**src/rtl/cordic_feeder.sv**
```systemverilog
// cordic_feeder: front-end of the rotation-mode CORDIC pipeline.
// Folds each requested angle into [-pi/2, pi/2), drives the initial x/y/z/v
// vector into stage 0, and gates admission with a credit counter because the
// downstream stage pipeline cannot stall. A quadrant-flip tag is delayed by
// STAGES cycles so it lines up with the last stage's valid.
//
// Optional feature: define CORDIC_FEEDER_STATS_EN to add accept/stall counters.
//
// Ports:
//   clk, reset            clock (rising edge), synchronous active-high reset
//   req_valid/req_ready   angle request handshake (req_ready from credits only)
//   req_angle             signed angle, +/-pi == +/-2^(BITS-1)
//   credit_ret            pulse: downstream freed one result slot
//   x_out/y_out/z_out     initial vector to stage 0
//   v_out                 valid to stage 0
//   flip_tap              quadrant-flip flag aligned with the last stage's valid
//   credit_err            sticky credit-overflow flag
//   stat_accepts/stalls   (CORDIC_FEEDER_STATS_EN only) 32-bit wrapping counters
module cordic_feeder #(
  parameter int unsigned BITS    = 16,
  parameter int unsigned STAGES  = 16,
  parameter int unsigned CREDITS = 4,
  parameter int unsigned XINIT   = 9949
) (
  input  logic                   clk,
  input  logic                   reset,
  input  logic                   req_valid,
  output logic                   req_ready,
  input  logic signed [BITS-1:0] req_angle,
  input  logic                   credit_ret,
  output logic signed [BITS-1:0] x_out,
  output logic signed [BITS-1:0] y_out,
  output logic signed [BITS-1:0] z_out,
  output logic                   v_out,
  output logic                   flip_tap,
  output logic                   credit_err
`ifdef CORDIC_FEEDER_STATS_EN
  ,
  output logic [31:0]            stat_accepts,
  output logic [31:0]            stat_stalls
`endif
);

  localparam int unsigned CW = $clog2(CREDITS + 1);

  typedef struct packed {
    logic v;
    logic flip;
  } tag_t;

  logic signed [BITS-1:0] x_q, x_d;
  logic signed [BITS-1:0] y_q, y_d;
  logic signed [BITS-1:0] z_q, z_d;
  logic                   v_q, v_d;
  logic                   flip_q, flip_d;
  tag_t [STAGES-1:0]      tag_q, tag_d;
  logic [CW-1:0]          credit_q, credit_d;
  logic                   err_q, err_d;

  logic                   accept;
  logic                   fold;

  // Ready depends only on the registered credit count.
  assign req_ready = (credit_q != '0);
  assign accept    = req_valid && req_ready;

  // Top bits 01/10 lie outside [-pi/2, pi/2); flipping the MSB subtracts pi.
  assign fold = req_angle[BITS-1] ^ req_angle[BITS-2];

  // Next-state for output register, tag line and credit counter.
  always_comb begin
    x_d      = x_q;
    y_d      = y_q;
    z_d      = z_q;
    v_d      = 1'b0;
    flip_d   = flip_q;
    tag_d    = '0;
    credit_d = credit_q;
    err_d    = err_q;

    if (accept) begin
      x_d    = BITS'(XINIT);
      y_d    = '0;
      z_d    = fold ? {~req_angle[BITS-1], req_angle[BITS-2:0]} : req_angle;
      v_d    = 1'b1;
      flip_d = fold;
    end

    // Flip is pre-qualified by valid so the tap is a plain register bit.
    tag_d[0].v    = v_q;
    tag_d[0].flip = v_q & flip_q;
    for (int i = 1; i < int'(STAGES); i++) begin
      tag_d[i] = tag_q[i-1];
    end

    case ({accept, credit_ret})
      2'b10: credit_d = credit_q - CW'(1);
      2'b01: begin
        if (credit_q == CW'(CREDITS)) begin
          err_d = 1'b1;
        end else begin
          credit_d = credit_q + CW'(1);
        end
      end
      default: ;
    endcase
  end

  // State registers.
  always_ff @(posedge clk) begin
    if (reset) begin
      x_q      <= '0;
      y_q      <= '0;
      z_q      <= '0;
      v_q      <= 1'b0;
      flip_q   <= 1'b0;
      tag_q    <= '0;
      credit_q <= CW'(CREDITS);
      err_q    <= 1'b0;
    end else begin
      x_q      <= x_d;
      y_q      <= y_d;
      z_q      <= z_d;
      v_q      <= v_d;
      flip_q   <= flip_d;
      tag_q    <= tag_d;
      credit_q <= credit_d;
      err_q    <= err_d;
    end
  end

  assign x_out      = x_q;
  assign y_out      = y_q;
  assign z_out      = z_q;
  assign v_out      = v_q;
  assign flip_tap   = tag_q[STAGES-1].flip;
  assign credit_err = err_q;

`ifdef CORDIC_FEEDER_STATS_EN
  logic [31:0] acc_cnt_q, stall_cnt_q;

  // Free-running wrap-around event counters.
  always_ff @(posedge clk) begin
    if (reset) begin
      acc_cnt_q   <= '0;
      stall_cnt_q <= '0;
    end else begin
      if (accept) begin
        acc_cnt_q <= acc_cnt_q + 32'd1;
      end
      if (req_valid && !req_ready) begin
        stall_cnt_q <= stall_cnt_q + 32'd1;
      end
    end
  end

  assign stat_accepts = acc_cnt_q;
  assign stat_stalls  = stall_cnt_q;
`endif

endmodule

```
**config.mk**
```make
export PLATFORM = sky130hd
export DESIGN_NAME = cordic_feeder
export DESIGN_NICKNAME = d
export VERILOG_FILES = /design/src/rtl/cordic_feeder.sv
export SDC_FILE = /design/constraint.sdc
export NUM_CORES = 1
export LEC_CHECK = 0
export ABC_AREA = 1
export BUFFER_PORTS_ARGS = -buffer_cell sky130_fd_sc_hd__buf_2
export CORE_MARGIN = 2
export CORE_UTILIZATION = 46
export CTS_CLUSTER_DIAMETER = 200
export DETAILED_ROUTE_END_ITERATION = 7
export PLACE_DENSITY = 0.83
export SYNTH_ARGS = -nofsm -noshare
export SYNTH_HDL_FRONTEND = slang
export SYNTH_SLANG_ARGS = --single-unit
export TNS_END_PERCENT = 50
```
**constraint.sdc**
```tcl
create_clock -name clk -period 2.2 [get_ports clk]
set_clock_uncertainty 0.1 [all_clocks]
set_input_delay 0.11 -clock clk [delete_from_list [all_inputs] [get_ports clk]]
set_output_delay 0.11 -clock clk [all_outputs]
set_load 0.02 [all_outputs]
```
==> results.txt, run 1 <==
Once the clock tree was built, the setup fixing pass inserted 0 buffers. The class of the most critical hold timing path is in2reg. The total detailed-routing wirelength came out at 2817 um. The first TritonRoute pass finished after 4 iterations. The core area came out at 3311 um2. The via count of the first global-routing pass came out at 1115. On the final layout, the worst hold slack is 0.05969 ns.

The fraction of the mapped netlist area in simple logic gates is 0.1898. The cell with the largest stage delay on the worst path is fa_1. The final critical-path setup slack came out at 0.3423 ns. The tool flagged a number of max-cap violations equal to 0. The area share of the leading cell type in the synthesized netlist is 0.4956.

The final estimated routing congestion in global placement is 0.6719. Detailed placement finished with a half-perimeter wire length of 1796 um. The remaining number of nets flagged by the antenna check after routing came out at 0. The number of H-tree levels is 2. The die covers 3909 um2. The count of buffering cells on the critical path with inverters included is 1. The cell leakage power is 0.9522 nW. The clock latency at the later pin of the worst-skew pair is 0.33 ns. Of the cells placed in the final design, the portion with a size suffix greater than 1 is 0.2390.

The portion of the clock cycle consumed by the worst path in the final layout is 0.8444. The final critical-path required period came out at 1.858 ns. STA puts the critical path data arrival time at 1.97 ns. The floorplan step set the die height to 62.52 um.

For this run, design rule violations remaining after detail routing come to 0. The commonest register cell after synthesis is dfxtp_1. The portion of total power attributed to combinational logic is 0.207. The area added between synthesis and finish is 22.80%. The finished cells cover 1934 um2. The number of antenna violations at the first check in global routing is 0. In this run the cell area of the synthesized design comes to 1575 um2. The number of input and output port buffers inserted is 48.

The number of placement rows came out at 21. The share of the Yosys chip area taken by registers is 0.4956. By area the synthesized netlist is led by dfxtp_1 50%, buf_4 15%, nor2_1 12%, o21ai_0 5.1%, inv_1 5.0%. Buffers inserted during clock tree synthesis total 5. The fraction of synthesized cell area in xor and xnor cells came out at 0.005560. Among cell families on the critical path, the largest total delay comes from simple AND/OR/NAND/NOR gates. The clock passes through at most 2 buffers.

The critical path goes through nor2_4, nand2_2, nand2_4, nand2_1, fa_1, inv_1, nand2_1, nand2_1, nand2_1, nand2_1, nand3_1. The biggest area contributor in the post-synthesis netlist is dfxtp_1. The width of the die came out at 62.52 um. In this run the count of I/O pins placed on the die edge is 72. The placed standard-cell area is 1678 um2. The worst-case vdd ir drop is 0.0004900 V. The synthesized-area fraction occupied by adder cells is 0.01271. The total chip power is 1.612 mW. The setup violation total in the final timing report is 0. STA classifies the critical path endpoint as a register.

In this run the worst path has a maximum fanout of 22. The number of filler cells placed in the layout is 313. The initial utilization of the core area, before any placement, comes to 0.4758.

The placement-stage worst setup slack came out at 0.3450 ns. Once layout is complete, the utilization of the core stands at 0.5843. The clock sink total came out at 39. The aggregate global-route resource usage came out at 0.1511. The number of vias in the routed layout is 1222. The cell that appears most often on the critical path is nand2_1. Dividing the detail-routed wire length by the instance count gives 9.485 um. Data on the critical path is required at its endpoint by 2.31 ns. The post-layout net count came out at 271. The library cell used as clock root buffer is clkbuf_4. The area fraction in compound gates after synthesis came out at 0.06513.

The post-synthesis cell count is 193. The cell-internal power came out at 1.137 mW. The switching power is 0.4755 mW.

The critical path launch point type is a register. The sequential share of power came out at 0.487. The count of warnings emitted by yosys came out at 0. Setup repair after global routing left no endpoint under its margin. The leading cell type by number of instances after synthesis is nor2_1. The number of failing hold endpoints at the final stage is 0. The global route total overflow is 0. The power density normalized to cell area came out at 833.5 nW/um2. The number of enable flip-flop cells after synthesis is 0. The placed instance count is 272. The part of the power in the clock network came out at 0.306. The pin count of the biggest net entering global routing is 24. The detail-routed via count per cell is 4.114. In the synthesized netlist, the cells that appear most often are 52 x nor2_1, 39 x dfxtp_1, 32 x buf_4, 21 x inv_1, 16 x o21ai_0. After synthesis, the largest family of logic cells by area is buffers and inverters. The start-to-end type of the worst setup path is reg2reg. The worst stage delay on the critical path is 0.39 ns. The flow ran to the end, and the final reports show no timing, DRC or antenna violations. Of the total power, the share spent switching nets is 0.2949.

0 antenna diodes ended up in the layout. The top achievable clock speed came out at 538.3 MHz. The number of standard cells in the final layout excluding fillers is 297.

After synthesis, the netlist uses 21 different library cells. Synthesis inferred 39 register bits. TritonCTS built the clock tree.

After synthesis, the share of cell area in mux cells is 0. After clock tree synthesis, the clock-pin slew on the worst setup and hold paths is 0.11 ns. The initial detailed-routing violation count came out at 45.

The proportion of synthesized flip-flops having asynchronous set or reset came out at 0. The average footprint of a synthesized cell came out at 8.162 um2. The final max-slew violation count came out at 0. The post-route setup TNS came out at 0 ns. The first-pass GRT wire length is 4657 um.
-- layer usage --
| layer | global-route usage | vias to the layer above | part of all wire |
|---|---|---|---|
| li1 | - | 642 | - |
| met1 | 0.1632 | 519 | 0.42 |
| met2 | 0.2634 | 52 | 0.49 |
| met3 | 0.03784 | 9 | 0.063 |
| met4 | 0.09444 | 0 | 0.029 |
| met5 | 0 | - | 0 |
-- flip-flops by register name, indices dropped and copies added, names as in the netlist --
name / cells
credit_err: 1
credit_q: 3
flip_q: 1
flip_tap: 1
tag_d: 15
v_out: 1
x_out: 1
z_out: 16
-- power groups by stage --
stage               combinational [mW]  sequential (mW)  clock (mW)
floorplan                        0.238            0.844           0
global placement                 0.302            0.800           0
detailed placement               0.308            0.801           0
CTS                              0.333            0.785       0.506
global route                     0.364            0.794       0.548
finish                           0.334            0.785       0.493
-- final cells by class --
| class | instances | area [um2] | share of cell area |
|---|---|---|---|
| sequential | 39 | 780.7 | 0.4036 |
| tap | 46 | 57.56 | 0.02975 |
| clock inverter | 2 | 35.03 | 0.01811 |
| timing repair buffer | 65 | 410.4 | 0.2122 |
| clock buffer | 6 | 51.30 | 0.02652 |
| inverter | 22 | 82.58 | 0.04269 |
| multi-input combinational | 117 | 516.7 | 0.2671 |
-- cells in the final DEF, fill, tap and decap left out, types with 3 or more instances in the layout --
master	Yosys	final
nand2_1	11	11
nor2_1	52	52
a21oi_1	3	3
nand3_1	4	4
o21ai_0	16	16
buf_2	0	48
clkbuf_4	0	5
inv_1	21	21
dlygate4sd3_1	0	17
conb_1	1	23
dfxtp_1	39	39
-- kinds of logic (layout without fill, tap and decap cells) --
logic type	count (synthesis)	count (layout)
other	1	23
AOI/OAI and AO/OA	20	20
buffers and inverters	59	95
adders and majority gates	1	1
DFF	39	39
xor gates and xnor gates	1	1
and+or+nand+nor	72	72
-- worst paths after layout --
kind | from | endpoint | slack, ns | depth (start not counted)
hold reg to reg | tag_d[8] | tag_d[10] | 0.30 | 2
setup reg to reg | credit_q[0] | credit_q[2] | 0.34 | 11
hold / removal | reset | flip_tap | 0.06 | 2
setup / recovery | credit_q[0] | credit_q[2] | 0.34 | 11
-- timing repair --
action	4_1_cts	5_1_grt
gates resized for setup	0	0
endpoints found under the hold margin	17	0
hold buffers	17	0
setup endpoints to repair	0	0
Power figures use the tool's default switching activity.
==> run 2, diff against run 1 <==
ABC_AREA = 0   (was 1)
CORE_UTILIZATION = 47   (was 46)
clock period = 1.8 ns   (was 2.2 ns; I/O delays follow)
==> results.txt, run 2 <==
The run finished with clean final reports. The distinct cell type count of the synthesized netlist is 30. The placed wire-length estimate is 1911 um. The number of failing hold endpoints at the final stage came out at 0.

In the global route stage, overall resource usage came out at 0.1592. The endpoint arrival time on the critical path is 1.87 ns. The area of the die came out at 4041 um2. The required time of the critical path is 1.95 ns. The setup slack on the worst flop-to-flop path is 0.09 ns. Synthesis inferred 39 register bits. The largest fanout on the critical path came out at 2. The worst hold path begins at credit_ret. The class of the most critical hold timing path is in2reg. The initial core utilization came out at 0.4959.

The portion of the clock cycle consumed by the worst path in the final layout is 0.9506. The proportion of synthesized flip-flops having asynchronous set or reset came out at 0. The post-layout net count is 258. The count of pins on the block boundary came out at 72. The setup violation total in the final timing report came out at 0. After clock tree synthesis, the clock-pin slew on the worst setup and hold paths is 0.11 ns.

Prior to clock tree synthesis, the placed netlist has a worst setup slack of 0.1055 ns. The cell count of the worst hold path came out at 3. In this run the critical register-to-register path is captured at credit_q[1]. The die is 63.57 um wide. The count of buffers added on input and output ports is 48.

The number of antenna violations at the first check in global routing came to 0. Entering global routing, the biggest net connects 31 pins. For the pin with the worst max-slew slack, the measured transition is 0.5705 ns.

The clock period could shrink to 1.711 ns. The area added between synthesis and finish came out at 21.98%. The number of flip-flops in the largest register is 16. The repair_antennas step left the layout with diodes totalling 0. The final critical-path setup slack is 0.08893 ns. The floorplan has 21 rows. The cell leakage power is 0.9277 nW.

Setup repair after global routing left no endpoint under its margin. The commonest register cell after synthesis is dfxtp_1. The wire length per cell came out at 10.93 um. The number of cells on the worst reg-to-reg path is 5. The later pin in the worst-skew pair is clocked with a latency of 0.34 ns. Yosys attributes the largest share of cell area to dfxtp_1 47%, buf_4 14%, nand2_1 7.4%, nor2b_1 5.6%, a21oi_2 4.2%. The worst reg2reg path startpoint is credit_q[2]. The first routing iteration left 25 violations. The sequential cell area fraction in the yosys report came out at 0.4681. The final core utilization came out at 0.6049.

The CTS buffer count is 5. The worst pin sits at a relative slew slack of 0.6197. Across the run, the number of max-cap violations was 0. TritonCTS built the clock tree. The top achievable clock speed is 584.4 MHz.

The worst setup path is launched from a register. In the final layout, the share of cells above drive strength 1 is 0.3319. The cell area after synthesis came out at 1668 um2. The worst setup path is captured at a register. The final max-slew violation count came out at 0. The total area inside the core boundary comes to 3363 um2. The area share of the leading cell type in the synthesized netlist is 0.4681. The total overflow left after global routing is 0. The detail route stage leaves a number of antenna-violating nets equal to 0. The number of enable flip-flop cells after synthesis came out at 0. At the end of routability-driven placement, the weighted congestion stood at 0.6826. The power density normalized to cell area came out at 1063 nW/um2. The detail-routed via count per cell is 4.419. The most common library cell in the layout ignoring fill and taps is buf_2. The count of warnings emitted by yosys came out at 0. The average footprint of a synthesized cell is 9.215 um2. Counting every sink on the clock net gives 39. Counting instances in the post-synthesis netlist gives the leading cell types as 39 x dfxtp_1, 33 x nand2_1, 31 x buf_4, 15 x nor2b_1, 9 x a21oi_1. The number of buffers inserted to repair setup after CTS is 0. After technology mapping, the gate count stands at 181.

The total detailed-routing wirelength came out at 3104 um. Yosys instantiated no cell more often than dfxtp_1. The first-pass iteration count of the detailed router is 3. The worst-case vdd ir drop is 0.0006834 V. The H-tree generated during clock tree synthesis spans 2 levels.

The hold-critical path endpoint is credit_q[2]. The dominant cell type by area after synthesis is dfxtp_1. The remaining routing DRC violations is 0.

The root buffer cell chosen for the clock tree is clkbuf_4. The first-pass GRT wire length came out at 4809 um. The overall die height came out at 63.57 um. The number of vias in the routed layout came out at 1255. Leaving out fill and tap cells, the most frequent cells in the layout are 48 x buf_2, 38 x dfxtp_1, 32 x nand2_1.

After layout, the design draws a total of 2.162 mW. The critical path is of the reg2reg type. Hold timing on the final database bottoms out at a slack of 0.07554 ns. The maximum root-to-sink buffer count came out at 2. The via count of the first global-routing pass came to 1052.
## run 2: changes by cell type in the layout (fill, tap and decap cells not counted), moves of 8 or more
cell,previous run,this run
o21ai_0,16,0
a21oi_2,0,8
nor2b_1,0,15
nor2_1,52,8
inv_1,21,3
nand2_1,11,32
## run 2: power breakdown
group | switching, mW | total, mW | internal, mW
clock | 0.276 | 0.604 | 0.328
sequential | 0.0473 | 0.978 | 0.931
combinational | 0.360 | 0.579 | 0.219
total | 0.683 | 2.16 | 1.48
## run 2: kinds of logic (layout without fill, tap and decap cells)
kind of cell | after synthesis | after routing | share of synthesized area
AO/OA/AOI/OAI | 28 | 28 | 0.1343
XOR/XNOR | 3 | 3 | 0.01576
adder cells (fa/ha/maj) | 1 | 1 | 0.01200
buffers and inverters | 46 | 81 | 0.1943
flip-flops | 39 | 39 | 0.4681
other | 1 | 23 | 0.002248
AND/OR/NAND/NOR | 63 | 63 | 0.1733
## run 2: critical path, cell delays in order, from the launching register on
cell and delay, ns:
dfxtp_1 0.35, o31ai_4 0.27, nand2_2 0.09, fa_2 0.54, o2111ai_1 0.10, a211oi_1 0.19
## run 2: worst max path at each step
stage | from | endpoint | slack (ns) | cells past startpoint
after floorplan | credit_q[1] | credit_q[1] | -0.22 | 7
after global placement | credit_q[2] | credit_q[1] | 0.12 | 5
after detailed placement | credit_q[2] | credit_q[1] | 0.11 | 5
after CTS | credit_q[2] | credit_q[1] | 0.08 | 5
after global routing | credit_q[2] | credit_q[1] | 0.02 | 5
final | credit_q[2] | credit_q[1] | 0.09 | 5
## run 2: repair_timing
| item | CTS | global route |
|---|---|---|
| gates resized for setup | 0 | 1 |
| endpoints found under the hold margin | 17 | 0 |
| hold buffers | 16 | 0 |
| setup endpoints to repair | 0 | 1 |
## run 2: through the flow
step                TNS (ns)  instances  instance area [um2]
floorplan            -0.4194        203                 1769
global placement           0        260                 1787
detailed placement         0        260                 1787
CTS                        0        284                 2033
global route               0        284                 2034
finish                     0        284                 2034
## run 2: per-layer routing
metal	vias up	GRT usage	wire, um
met4	0	0.09511	55
li1	635	-	-
met5	-	0	0
met3	8	0.06429	177
met2	44	0.2605	1533
met1	568	0.1717	1338
## run 2: cell type report
class | instances | area (um2)
repair buffers | 70 | 445.4
multi-input cells | 118 | 651.9
flip-flops and latches | 39 | 782.0
clock inverters | 2 | 35.03
inverters | 3 | 11.26
fillers | 312 | 1329
well taps | 46 | 57.56
clock buffers | 6 | 51.30
==> run 3, diff against run 2 <==
BUFFER_PORTS_ARGS = default   (was -buffer_cell sky130_fd_sc_hd__buf_2)
CORE_UTILIZATION = 50   (was 47)
DONT_BUFFER_PORTS = 1   (was default)
PLACE_DENSITY = 0.69   (was 0.83)
clock period = 1.65 ns   (was 1.8 ns; I/O delays follow)
==> results.txt, run 3 (synthesis gave the netlist of run 2 again) <==
Derived from the worst setup path, the maximum achievable clock frequency is 588.5 MHz. The startpoint identified for the worst register-to-register timing path is credit_q[2]. The reported max-cap violation count is 0.

The number of antenna diodes in the final layout is 0. The endpoint of the worst register-to-register path is credit_q[1]. The first detailed-routing pass took 4 iterations. Of the cells placed in the final design, the portion with a size suffix greater than 1 is 0.1701. The setup path with the least slack is of type reg2reg. The worst setup path is captured at a register. The class of the most critical hold timing path is in2reg. The final critical-path setup slack is -0.04928 ns. The sequential cell area came out at 784.5 um2. CTS placed an instance of clkbuf_4 at the clock tree root. The clock input transition at the sequential cells of the worst setup and hold paths came out at 0.11 ns. The power density normalized to cell area came out at 1193 nW/um2. After filler insertion, the fill cell instance count of the layout stands at 288. The sequential share of power came out at 0.514. TritonCTS built the clock tree.

Setup slack on the worst reg-to-reg path comes out at -0.05 ns. The global route total overflow is 0. The part of the power in the clock network is 0.253. The clock latency at the later pin of the worst-skew pair is 0.34 ns. The first global-routing pass estimated 4657 um of wire. The total detailed-routing wirelength came out at 2953 um.

The number of failing hold endpoints at the final stage is 0. The switching part of the total is 0.3335. The area of combinational cells with multiple inputs came out at 651.9 um2. Buffers inserted during clock tree synthesis total 5. The register with the most flip-flops in the layout has 16 of them. At the end of the flow, the number of nets in the layout was 214. The number of antenna violations at the first check in global routing came out at 0.

The die covers 3814 um2. Setup violations remaining at the end of the flow were counted as 2. Entering global routing, the biggest net connects 40 pins. The clock sink total came out at 39. The worst hold path terminates at credit_q[0]. The total chip power is 2.187 mW. The detail-routed via count per cell came out at 4.630. The cell-internal power came out at 1.458 mW. The number of input and output port buffers inserted is 0. The area added between synthesis and finish came out at 9.903%. Leaving out fill and tap cells, the most frequent cell in the layout is dfxtp_1. The final max-slew violation count is 0.

The remaining number of nets flagged by the antenna check after routing came out at 0. Detailed routing inserted a total of 1102 vias. The switching power is 0.7294 mW. The initial core utilization came out at 0.5375. STA classifies the critical path startpoint as a register. The placed wire-length estimate is 1774 um. Setup repair after global routing could not meet its margin everywhere. STA puts the critical path data arrival time at 1.86 ns. In the finished design, the share of the clock period the worst path needs comes to 1.030.

The core region is 3103 um2. Across every metal layer, demand over resource in global routing totals 0.1746. The number of placement rows is 20. The worst-case vdd ir drop came out at 0.0005940 V. The flow ran to the end, but the final reports show violations. After clock tree synthesis, the setup repair step added 0 buffers. The largest fanout on the critical path is 2. At the end of routability-driven placement, the weighted congestion stood at 0.6694.

OpenSTA, run right after detailed placement, puts the worst setup slack at -0.06288 ns. The required time of the critical path is 1.81 ns. The initial detailed-routing violation count is 25. The wire length per cell is 12.41 um. The portion of total power attributed to combinational logic came out at 0.233. Leaving out fill and tap cells, the most frequent cells in the layout are 36 x dfxtp_1, 32 x nand2_1, 23 x conb_1. The number of H-tree levels is 2.

The checks that failed: setup timing. The cell count of the worst hold path came out at 3. The die is 61.76 um tall. The width of the die is 61.76 um. The count of pins on the block boundary is 72. The final critical-path required period is 1.699 ns.

The analysis attributes to cell leakage a power of 0.7221 nW. Counting cells, the worst reg-to-reg path comes to 5. The launch instance of the worst min-delay path is credit_ret. The via count of the first global-routing pass came out at 1092. The maximum root-to-sink buffer count came out at 2. The remaining routing DRC violations is 0.
==> run 3: changes by cell type in the layout (fill, tap and decap cells not counted), moves of 2 or more <==
cell	delta
dfxtp_1	-2
dlygate4sd3_1	+4
dfxtp_2	+2
buf_2	-48
==> run 3: metrics by stage <==
stage | TNS [ns] | util | std cells | area, um2 | hold slack (ns)
final | -0.09461 | 0.5907 | 238 | 1833 | 0.03168
after detailed placement | -0.1200 | 0.4956 | 209 | 1538 | 0.05311
after global placement | -0.02549 | 0.4956 | 209 | 1538 | 0.05024
after floorplan | -0.7194 | - | 203 | 1769 | 0.1185
after global routing | -0.2759 | 0.5907 | 238 | 1833 | 0.01931
after CTS | -0.1186 | 0.5907 | 238 | 1833 | 0.01157
==> run 3: worst max path at each step <==
| stage | cells past startpoint | from | to | slack (ns) |
|---|---|---|---|---|
| 2_1_floorplan | 7 | credit_q[1] | credit_q[1] | -0.37 |
| 3_3_place_gp | 5 | credit_q[2] | credit_q[1] | -0.03 |
| 3_5_place_dp | 5 | credit_q[2] | credit_q[2] | -0.06 |
| 4_1_cts | 5 | credit_q[2] | credit_q[2] | -0.06 |
| 5_1_grt | 5 | credit_q[2] | credit_q[1] | -0.14 |
| 6_report | 5 | credit_q[2] | credit_q[1] | -0.05 |
==> run 3: critical path, cell delays in order, from the launching register on <==
cell,delay [ns]
dfxtp_2,0.35
o31ai_4,0.26
nand2_2,0.08
fa_2,0.54
o2111ai_1,0.09
a211oi_1,0.20
==> run 3: cell type report <==
class / count / area share
clock buffer: 7 / 0.03549
clock inverter: 1 / 0.004096
inverter: 3 / 0.006143
multi-input combinational: 118 / 0.3556
sequential: 39 / 0.4280
tap: 44 / 0.03003
timing repair buffer: 26 / 0.1406
==> run 3: metal layers <==
layer / up-vias / global-route usage / share of wire
met5: - / 0 / 0
met4: 0 / 0.06383 / 0.0061
met3: 2 / 0.06832 / 0.077
met2: 50 / 0.3263 / 0.51
met1: 504 / 0.1734 / 0.41
li1: 546 / - / -
==> run 3: power groups by stage <==
stage | sequential, mW | clock [mW] | combinational [mW]
after floorplan | 1.14 | 0 | 0.506
after global placement | 1.14 | 0 | 0.417
after detailed placement | 1.14 | 0 | 0.442
after CTS | 1.12 | 0.575 | 0.511
after global routing | 1.13 | 0.608 | 0.569
final | 1.12 | 0.553 | 0.511
==> run 3: what timing repair did <==
action	CTS	global route
endpoints found under the setup margin	5	2
pin swaps	1	0
gates resized for setup	2	0
hold buffers	21	0
hold endpoints to repair	39	0
